**src/rtl/mul_seq_pkg.sv**
```systemverilog
// Shared definitions for the sequenced 16x16 multiplier.
//   state_t   : controller states IDLE / MUL / DONE
//   S_*       : step codes selecting which operand halves feed the 8x8 unit
//   OP_W      : operand width (16), HALF_W: half-operand width (8)
//   pp_shift  : left shift applied to the partial product of each step
package mul_seq_pkg;

    typedef enum logic [1:0] {
        IDLE = 2'd0,
        MUL  = 2'd1,
        DONE = 2'd2
    } state_t;

    localparam int OP_W   = 16;
    localparam int HALF_W = 8;

    localparam logic [1:0] S_LL = 2'd0;
    localparam logic [1:0] S_HL = 2'd1;
    localparam logic [1:0] S_LH = 2'd2;
    localparam logic [1:0] S_HH = 2'd3;

    // Shift table {0, 8, 8, 16} indexed by step.
    function automatic logic [4:0] pp_shift(input logic [1:0] step);
        case (step)
            S_LL:    pp_shift = 5'd0;
            S_HL:    pp_shift = 5'd8;
            S_LH:    pp_shift = 5'd8;
            default: pp_shift = 5'd16;
        endcase
    endfunction

endpackage

```
**src/rtl/mul16_seq_ctrl_pp.sv**
```systemverilog
// Combinational 8x8 unsigned partial-product multiplier.
//   a, b : 8-bit unsigned operands
//   p    : 16-bit unsigned product a*b
module mul16_seq_ctrl_pp
    import mul_seq_pkg::*;
(
    input  logic [HALF_W-1:0]   a,
    input  logic [HALF_W-1:0]   b,
    output logic [2*HALF_W-1:0] p
);

    assign p = (2*HALF_W)'(a) * (2*HALF_W)'(b);

endmodule

```
**src/rtl/mul16_seq_ctrl.sv**
```systemverilog
// Sequenced 16x16 unsigned multiplier: one 8x8 partial-product unit is
// time-shared over four cycles; the partial products are summed into a
// 32-bit accumulator.
//   clk, rst_n           : clock, asynchronous active-low reset
//   flush                : synchronous abort of any operation in flight
//   in_valid/in_ready    : operand channel (in_a, in_b unsigned 16-bit)
//   out_valid/out_ready  : result channel (out_prod = (a*b)[RES_W-1:0])
//   busy                 : high in MUL or DONE
// Parameters:
//   ZERO_SKIP : 1 = a zero operand goes straight to DONE with product 0
//   RES_W     : 32 = full product, 16 = low half only
module mul16_seq_ctrl
    import mul_seq_pkg::*;
#(
    parameter int ZERO_SKIP = 1,
    parameter int RES_W     = 32
) (
    input  logic             clk,
    input  logic             rst_n,
    input  logic             flush,
    input  logic             in_valid,
    output logic             in_ready,
    input  logic [OP_W-1:0]  in_a,
    input  logic [OP_W-1:0]  in_b,
    output logic             out_valid,
    input  logic             out_ready,
    output logic [RES_W-1:0] out_prod,
    output logic             busy
);

    state_t              state_q;
    state_t              state_d;
    logic [1:0]          step_q;
    logic [2*OP_W-1:0]   acc_q;
    logic [OP_W-1:0]     a_q;
    logic [OP_W-1:0]     b_q;

    logic [HALF_W-1:0]   pp_a;
    logic [HALF_W-1:0]   pp_b;
    logic [2*HALF_W-1:0] pp;
    logic [2*OP_W-1:0]   pp_ext;
    logic                accept;
    logic                zero_ops;

    // rst_n gates in_ready so nothing is offered acceptance while in reset.
    assign in_ready = rst_n & ((state_q == IDLE) | ((state_q == DONE) & out_ready));
    assign accept   = in_valid & in_ready & ~flush;
    assign zero_ops = (ZERO_SKIP != 0) && ((in_a == '0) || (in_b == '0));

    assign out_valid = (state_q == DONE);
    assign out_prod  = acc_q[RES_W-1:0];
    assign busy      = (state_q != IDLE);

    // Operand halves for the current step.
    always_comb begin
        pp_a = a_q[HALF_W-1:0];
        pp_b = b_q[HALF_W-1:0];
        case (step_q)
            S_HL: pp_a = a_q[OP_W-1:HALF_W];
            S_LH: pp_b = b_q[OP_W-1:HALF_W];
            S_HH: begin
                pp_a = a_q[OP_W-1:HALF_W];
                pp_b = b_q[OP_W-1:HALF_W];
            end
            default: ;
        endcase
    end

    mul16_seq_ctrl_pp u_pp (
        .a (pp_a),
        .b (pp_b),
        .p (pp)
    );

    assign pp_ext = {{(2*OP_W-2*HALF_W){1'b0}}, pp} << pp_shift(step_q);

    always_comb begin
        state_d = state_q;
        case (state_q)
            IDLE: if (accept) state_d = zero_ops ? DONE : MUL;
            MUL:  if (step_q == S_HH) state_d = DONE;
            DONE: begin
                if (out_ready) begin
                    if (accept) state_d = zero_ops ? DONE : MUL;
                    else        state_d = IDLE;
                end
            end
            default: state_d = IDLE;
        endcase
        // Abort wins over every other transition.
        if (flush) state_d = IDLE;
    end

    always_ff @(posedge clk or negedge rst_n) begin
        if (!rst_n) begin
            state_q <= IDLE;
            step_q  <= '0;
            acc_q   <= '0;
            a_q     <= '0;
            b_q     <= '0;
        end else begin
            state_q <= state_d;
            if (accept) begin
                a_q    <= in_a;
                b_q    <= in_b;
                acc_q  <= '0;
                step_q <= '0;
            end else if ((state_q == MUL) && !flush) begin
                // Sum cannot exceed 32 bits: it is at most 0xFFFF*0xFFFF.
                acc_q  <= acc_q + pp_ext;
                step_q <= step_q + 2'd1;
            end
        end
    end

endmodule
```
**config.mk**
```make
export PLATFORM = sky130hd
export DESIGN_NAME = mul16_seq_ctrl
export DESIGN_NICKNAME = d
export VERILOG_FILES = /design/src/rtl/mul_seq_pkg.sv /design/src/rtl/mul16_seq_ctrl_pp.sv /design/src/rtl/mul16_seq_ctrl.sv
export SDC_FILE = /design/constraint.sdc
export NUM_CORES = 1
export LEC_CHECK = 0
export CAP_MARGIN = 20
export CORE_MARGIN = 2
export CORE_UTILIZATION = 51
export CTS_CLUSTER_SIZE = 10
export DETAILED_ROUTE_END_ITERATION = 16
export MAX_ROUTING_LAYER = met4
export PLACE_DENSITY = 0.75
export SLEW_MARGIN = 25
export SYNTH_ARGS = -nofsm -noshare
export SYNTH_HDL_FRONTEND = slang
export SYNTH_SLANG_ARGS = --single-unit
```
**constraint.sdc**
```tcl
create_clock -name clk -period 8 [get_ports clk]
set_input_delay 1.6 -clock clk [delete_from_list [all_inputs] [get_ports clk]]
set_output_delay 1.6 -clock clk [all_outputs]
set_load 0.05 [all_outputs]
```
======== Word level (Yosys, flattened, before mapping) ========
Index checks and enable logic that the tools add are counted.
word-level totals
  input bits .............................. 37
  output and inout bits ................... 35
  word-level logic and storage cells ...... 50
  bits in registers ....................... 68
operators by class
  eq/ne operators ......................... 8
  reductions and logical operators ........ 13
  mux-type cells .......................... 14
  multipliers ............................. 1
  bitwise gates (word level) .............. 6
  shifts and indexed selects .............. 1
  $add $sub $neg .......................... 2
operators with widths
  operator                                                          number
  32-bit 2-to-1 mux                                                 2
  32-bit adder                                                      1
  16-bit logical NOT                                                2
  16-bit by 5-bit left shift with 32-bit output                     1
  8-bit by 8-bit multiplier with 16-bit output                      1
  2-bit 2-to-1 mux                                                  8
  8-bit 2-to-1 mux                                                  2
  5-bit case mux with 2 select lines                                1
  2-bit == test (second input constant)                             3
  3-bit != test (second input constant)                             2
  2-bit case mux with 3 select lines                                1
  2-bit OR reduction                                                3
  1-bit AND                                                         4
  2-bit by 1-bit == test with 1-bit output (second input constant)  2
  2-bit logical NOT                                                 2
  2-bit nonzero test                                                2
  3-bit by 2-bit != test with 1-bit output (second input constant)  1
  3-bit AND reduction                                               1
  2-bit by 1-bit adder with 2-bit output (second input constant)    1
  1-bit logical AND                                                 1
  1-bit logical NOT                                                 1
  1-bit logical OR                                                  1
  1-bit inverter                                                    1
  1-bit OR                                                          1

======== Logic depth before layout (Yosys ltp) ========
  depth after elaboration ................. 10
  gate-level depth with buffers ........... 32

======== Hierarchy ========
From an unflattened synthesis, not the netlist that was laid out.
unflattened totals
  cells, all modules ...................... 760
  area, all modules ....................... 6,972.9 µm²
modules (own cells, without submodules)
  module             sequential area each (µm²)  instances  area each (µm²)  cells an instance
  mul16_seq_ctrl     1,701.6                     1          4,847.1          517
  mul16_seq_ctrl_pp  0.0                         1          2,125.8          243

======== Worst setup path before layout ========
No wires, ideal clock.
  kind .................................... flip-flop to flip-flop
  from .................................... register step_q[0]
  to ...................................... register acc_q[26], in the netlist out_prod[26]
  cell stages (with the launch flop) ...... 29
  required time ........................... 7.878 ns
  buffers on the path ..................... 0
  data arrival time ....................... 7.162 ns
  slack ................................... 0.716 ns
  path through ............................ dfrtp_1 > ha_1 > nor2_2 > mux2i_1 > nor2_1 > fa_1 > fa_1 > fa_1 > inv_1 > fa_1 > inv_1 > ha_1 > or2_2 > a21oi_1 > a211oi_2 > nor3_2 > nor2_1 > xnor2_1 > mux2i_1 > nor2b_1 > ha_1 > a21o_1 > a21o_1 > a211oi_1 > nor2_1 > nor2_2 > a211oi_2 > or3_1 > a32o_1
between the ends
  cells in the longest elaborated chain, start to end .. 8
  elaborated cells on any way between the ends .. 15
  those cells by class .................... add/sub (1); mul (1); eq/ne (3); shift (1); mux (5); reduce/logical (4)
ends and longest elaborated chain
  item                                               line                     source
  start, declared                                    mul16_seq_ctrl.sv:33     logic [1:0] step_q;
  start signal, assigned                             mul16_seq_ctrl.sv:111    step_q <= step_q + 2'd1;
  2-bit == test (tied with other cells)              mul16_seq_ctrl.sv:58     case (step_q)
  2-bit OR reduction (no source line)                -
  8-bit 2-to-1 mux                                   mul16_seq_ctrl.sv:58
  8-bit by 8-bit multiplier with 16-bit output       mul16_seq_ctrl_pp.sv:12  assign p = (2*HALF_W)'(a) * (2*HALF_W)'(b);
  16-bit by 5-bit left shift with 32-bit output (*)  mul16_seq_ctrl.sv:75     assign pp_ext = {{(2*OP_W-2*HALF_W){1'b0}}, pp} << pp_shift(step_q);
  32-bit adder (*)                                   mul16_seq_ctrl.sv:110    acc_q <= acc_q + pp_ext;
  32-bit 2-to-1 mux (*)                              mul16_seq_ctrl.sv:108    end else if ((state_q == MUL) && !flush) begin
  32-bit 2-to-1 mux (*)                              mul16_seq_ctrl.sv:103    if (accept) begin
  end signal, assigned                               mul16_seq_ctrl.sv:110
  end, declared                                      mul16_seq_ctrl.sv:34     logic [2*OP_W-1:0] acc_q;
Mark *: on every way between the ends. The rest lies on a longest branch, timed or not. The select of a mux whose other input is x is not followed.
A chain may end at the register's enable or synchronous reset.

======== Worst setup path after layout ========
  from .................................... register step_q[0]
  to ...................................... register acc_q[25], in the netlist out_prod[25]
Same word-level chain as after synthesis.

==> key figures <==
Run status
  • Outcome: finished clean

Worst setup path
  • Critical R2R Capture: out_prod[25]
  • Crit path kind: flip-flop to flip-flop
  • CP max-delay cell: fa_1
  • CP Data Required Time: 8.22 ns
  • Crit-path max cell delay: about 0.53 ns
  • Reg2Reg Setup Slack: 0.31 ns
  • Reg-to-reg startpoint: step_q[0]
  • Critical Path Sink Type: flip-flop
  • Data arrival, critical path: between 7 and 8 ns
  • Depth of the worst register-to-register path: 31
  • Crit start category: flip-flop
  • CP max FO: 7

Clock network
  • CTS Hold Bufs: 0
  • CTS Root Buffer Type: clkbuf_16
  • Htree depth: 3
  • Clk Latency, worst-skew pair: about 0.35 ns
  • TritonCTS clock tree: built
  • Clock slew at reported path FFs: about 0.06 ns
  • Clk buf depth: 2
  • CTS Buf Count: 9
  • CTS Sinks: 68

Logic synthesis
  • Mapped cell area: 6770 um^2
  • Main synth FF type: dfrtp_1
  • Post-synthesis compound-gate area fraction: 16.4%
  • Mean Syn Cell Area: around 9.2 um^2
  • Post-synth ARST share: 100%
  • Seq/Total Area, Yosys: 25.2%
  • Largest family of logic cells by synthesized area: adder cells
  • Syn nets: 881
  • Cells after synthesis: approximately 740
  • EDFF count, synth: 0
  • Synth Register Bits: 68
  • Mux cell area share after synthesis: between 8 and 9%
  • Xor and xnor area share after synthesis: 4.79%
  • Synth warn: 0
  • Synth Area in Adders: 23.9%
  • Simple-Gate Fraction of Synth Area: between 10% and 20%
  • Yosys cell types: 73

Worst hold path
  • Hold WC Path Type: flip-flop to flip-flop
  • Worst Hold Path EP: b_q[9]
  • Hold Crit Start: b_q[9]
  • Hold depth: 1

Drt
  • Post-Route WL: roughly 17,000 um
  • 1st-pass router iterations: 7
  • Routed wl met3: 919 um
  • DRC viols: 0
  • Vias: 5,798
  • Avg WL per Cell: about 17 um
  • Top layer in use: met4
  • WL met2: about 8000 um
  • DRT met1 WL: between 8000 and 9000 um
  • Vias/cell: between 5 and 6
  • Drt initial violations: around 500
  • ANT nets after route: 0

STA
  • Slew @ Worst Pin: approximately 0.7 ns
  • Peak Freq: 0.130 GHz
  • Max-slew headroom: between 50 and 60%
  • Fin crit period: 7.69 ns
  • RSZ-0062 raised after global routing: true
  • Fin Clk Skew: 0.00639 ns
  • # setup viols final: 0
  • Hold_ws: around 0.5 ns
  • Final Slew Violations: 0
  • Tcrit/Tclk final: a little over nine tenths
  • Hold Vio Cnt, Final: 0
  • Post-Route Setup TNS: 0 ns

Global routing
  • GRT Overall Usage: between 20% and 30%
  • Largest net degree at the start of global routing: roughly 70
  • First-pass GRT wire length: about 29,000 um
  • Antenna violations before repair: 0
  • Vias in the first global route: ~5,700
  • Total grt overflow: 0

Layout
  • NumNets Final: 970
  • Most frequent cells in the layout: nor2_1 (84), ha_1 (70), clkdlybuf4s50_1 (70)
  • P&R area growth vs syn: 22.2%
  • Filler cell count: around 1,100
  • Most common cell after layout, fill and taps aside: nor2_1
  • Layout cells sized above 1: between 10% and 20%
  • Antenna Cells: 0

Floorplanning
  • Die width: around 120 um
  • Core area: between 10,000 and 15,000 um^2
  • Die footprint: 14,200 um^2
  • Starting Density: approximately 52%
  • Die Ht: about 120 um
  • Ports: between 70 and 80
  • FP Rows: 42

Placed design
  • Final HPWL DP: approximately 13,000 um
  • Final RePlAce weighted congestion: ~0.95
  • IO buf count: just over 70

Flow run
  • Max_cap viols: 0
-- cells in the mapped netlist (all sizes together), types with 16 or more instances --
cell,instances,share of area [%]
o22ai,32,3.2
xor2,18,2.3
xnor2,19,2.5
nand2,60,3.4
inv,61,3.4
a21o,16,1.8
a21oi,30,2.3
or2,17,1.6
fa,37,11
nor2,89,5.1
o21ai,28,2.2
dfrtp,68,25
mux2,33,5.5
mux2i,22,3.3
ha,70,13
-- state kept, by name, summed over array words and instances (netlist names) --
name / count
out_prod: 32
a_q: 16
b_q: 16
state_q: 2
step_q: 2
-- routing by layer --
metal | vias up | track usage [%]
met3 | 12 | 4.98
met2 | 160 | 38.1
met5 | - | -
met1 | 2847 | 37.5
met4 | 0 | 6.03
li1 | 2779 | -
-- worst max path at each step --
stage	from	to	slack (ns)	depth (start not counted)
after floorplan	step_q[0]	out_prod[26]	0.72	28
after global placement	step_q[0]	out_prod[29]	0.12	27
after detailed placement	step_q[0]	out_prod[29]	0.02	27
after CTS	step_q[0]	out_prod[29]	0.04	27
after global routing	step_q[0]	out_prod[29]	-0.08	31
final	step_q[0]	out_prod[25]	0.31	31
-- worst max-delay path, delay by kind of cell, from the launching register on --
| family | cells | cell delay (ns) |
|---|---|---|
| xor gates and xnor gates | 1 | 0.18 |
| AOI/OAI and AO/OA | 11 | 2.35 |
| buffers and inverters | 7 | 0.72 |
| and+or+nand+nor | 4 | 0.93 |
| adders and majority gates | 7 | 2.85 |
| DFF | 1 | 0.43 |
| muxes | 1 | 0.11 |
-- area by class of cell --
class                   count  area (um^2)  area share (%)
multi-input cells         588         4870            58.9
flip-flops and latches     68         1700            20.6
repair buffers             98          941            11.4
inverters                  61          229            2.77
clock buffers               9          225            2.72
well taps                 176          220            2.66
clock inverters             7         81.3           0.984
-- cell families after synthesis --
group                    Yosys count
AND/OR/NAND/NOR                  232
AO/OA/AOI/OAI                    157
adder cells (fa/ha/maj)          107
buffers and inverters             81
flip-flops                        68
multiplexers                      55
XOR/XNOR                          37
-- what timing repair did --
item	CTS	global route
pin swaps	0	4
resized for setup	1	26
endpoints found under the hold margin	0	0
endpoints found under the setup margin	1	15
cloned	0	0
setup buffers	0	6
-- stage by stage --
step	utilization (%)	instance area, um^2	cells	setup slack, ns
2_1_floorplan	-	6770	737	0.716
3_3_place_gp	59.2	7740	984	0.116
3_5_place_dp	59.2	7740	984	0.0223
4_1_cts	61.6	8060	1000	0.0419
5_1_grt	63.2	8270	1007	-0.0838
6_report	63.2	8270	1007	0.308
Power is not shown: default switching activity piles up to over one toggle a cycle in this logic, so the estimate is an artifact.
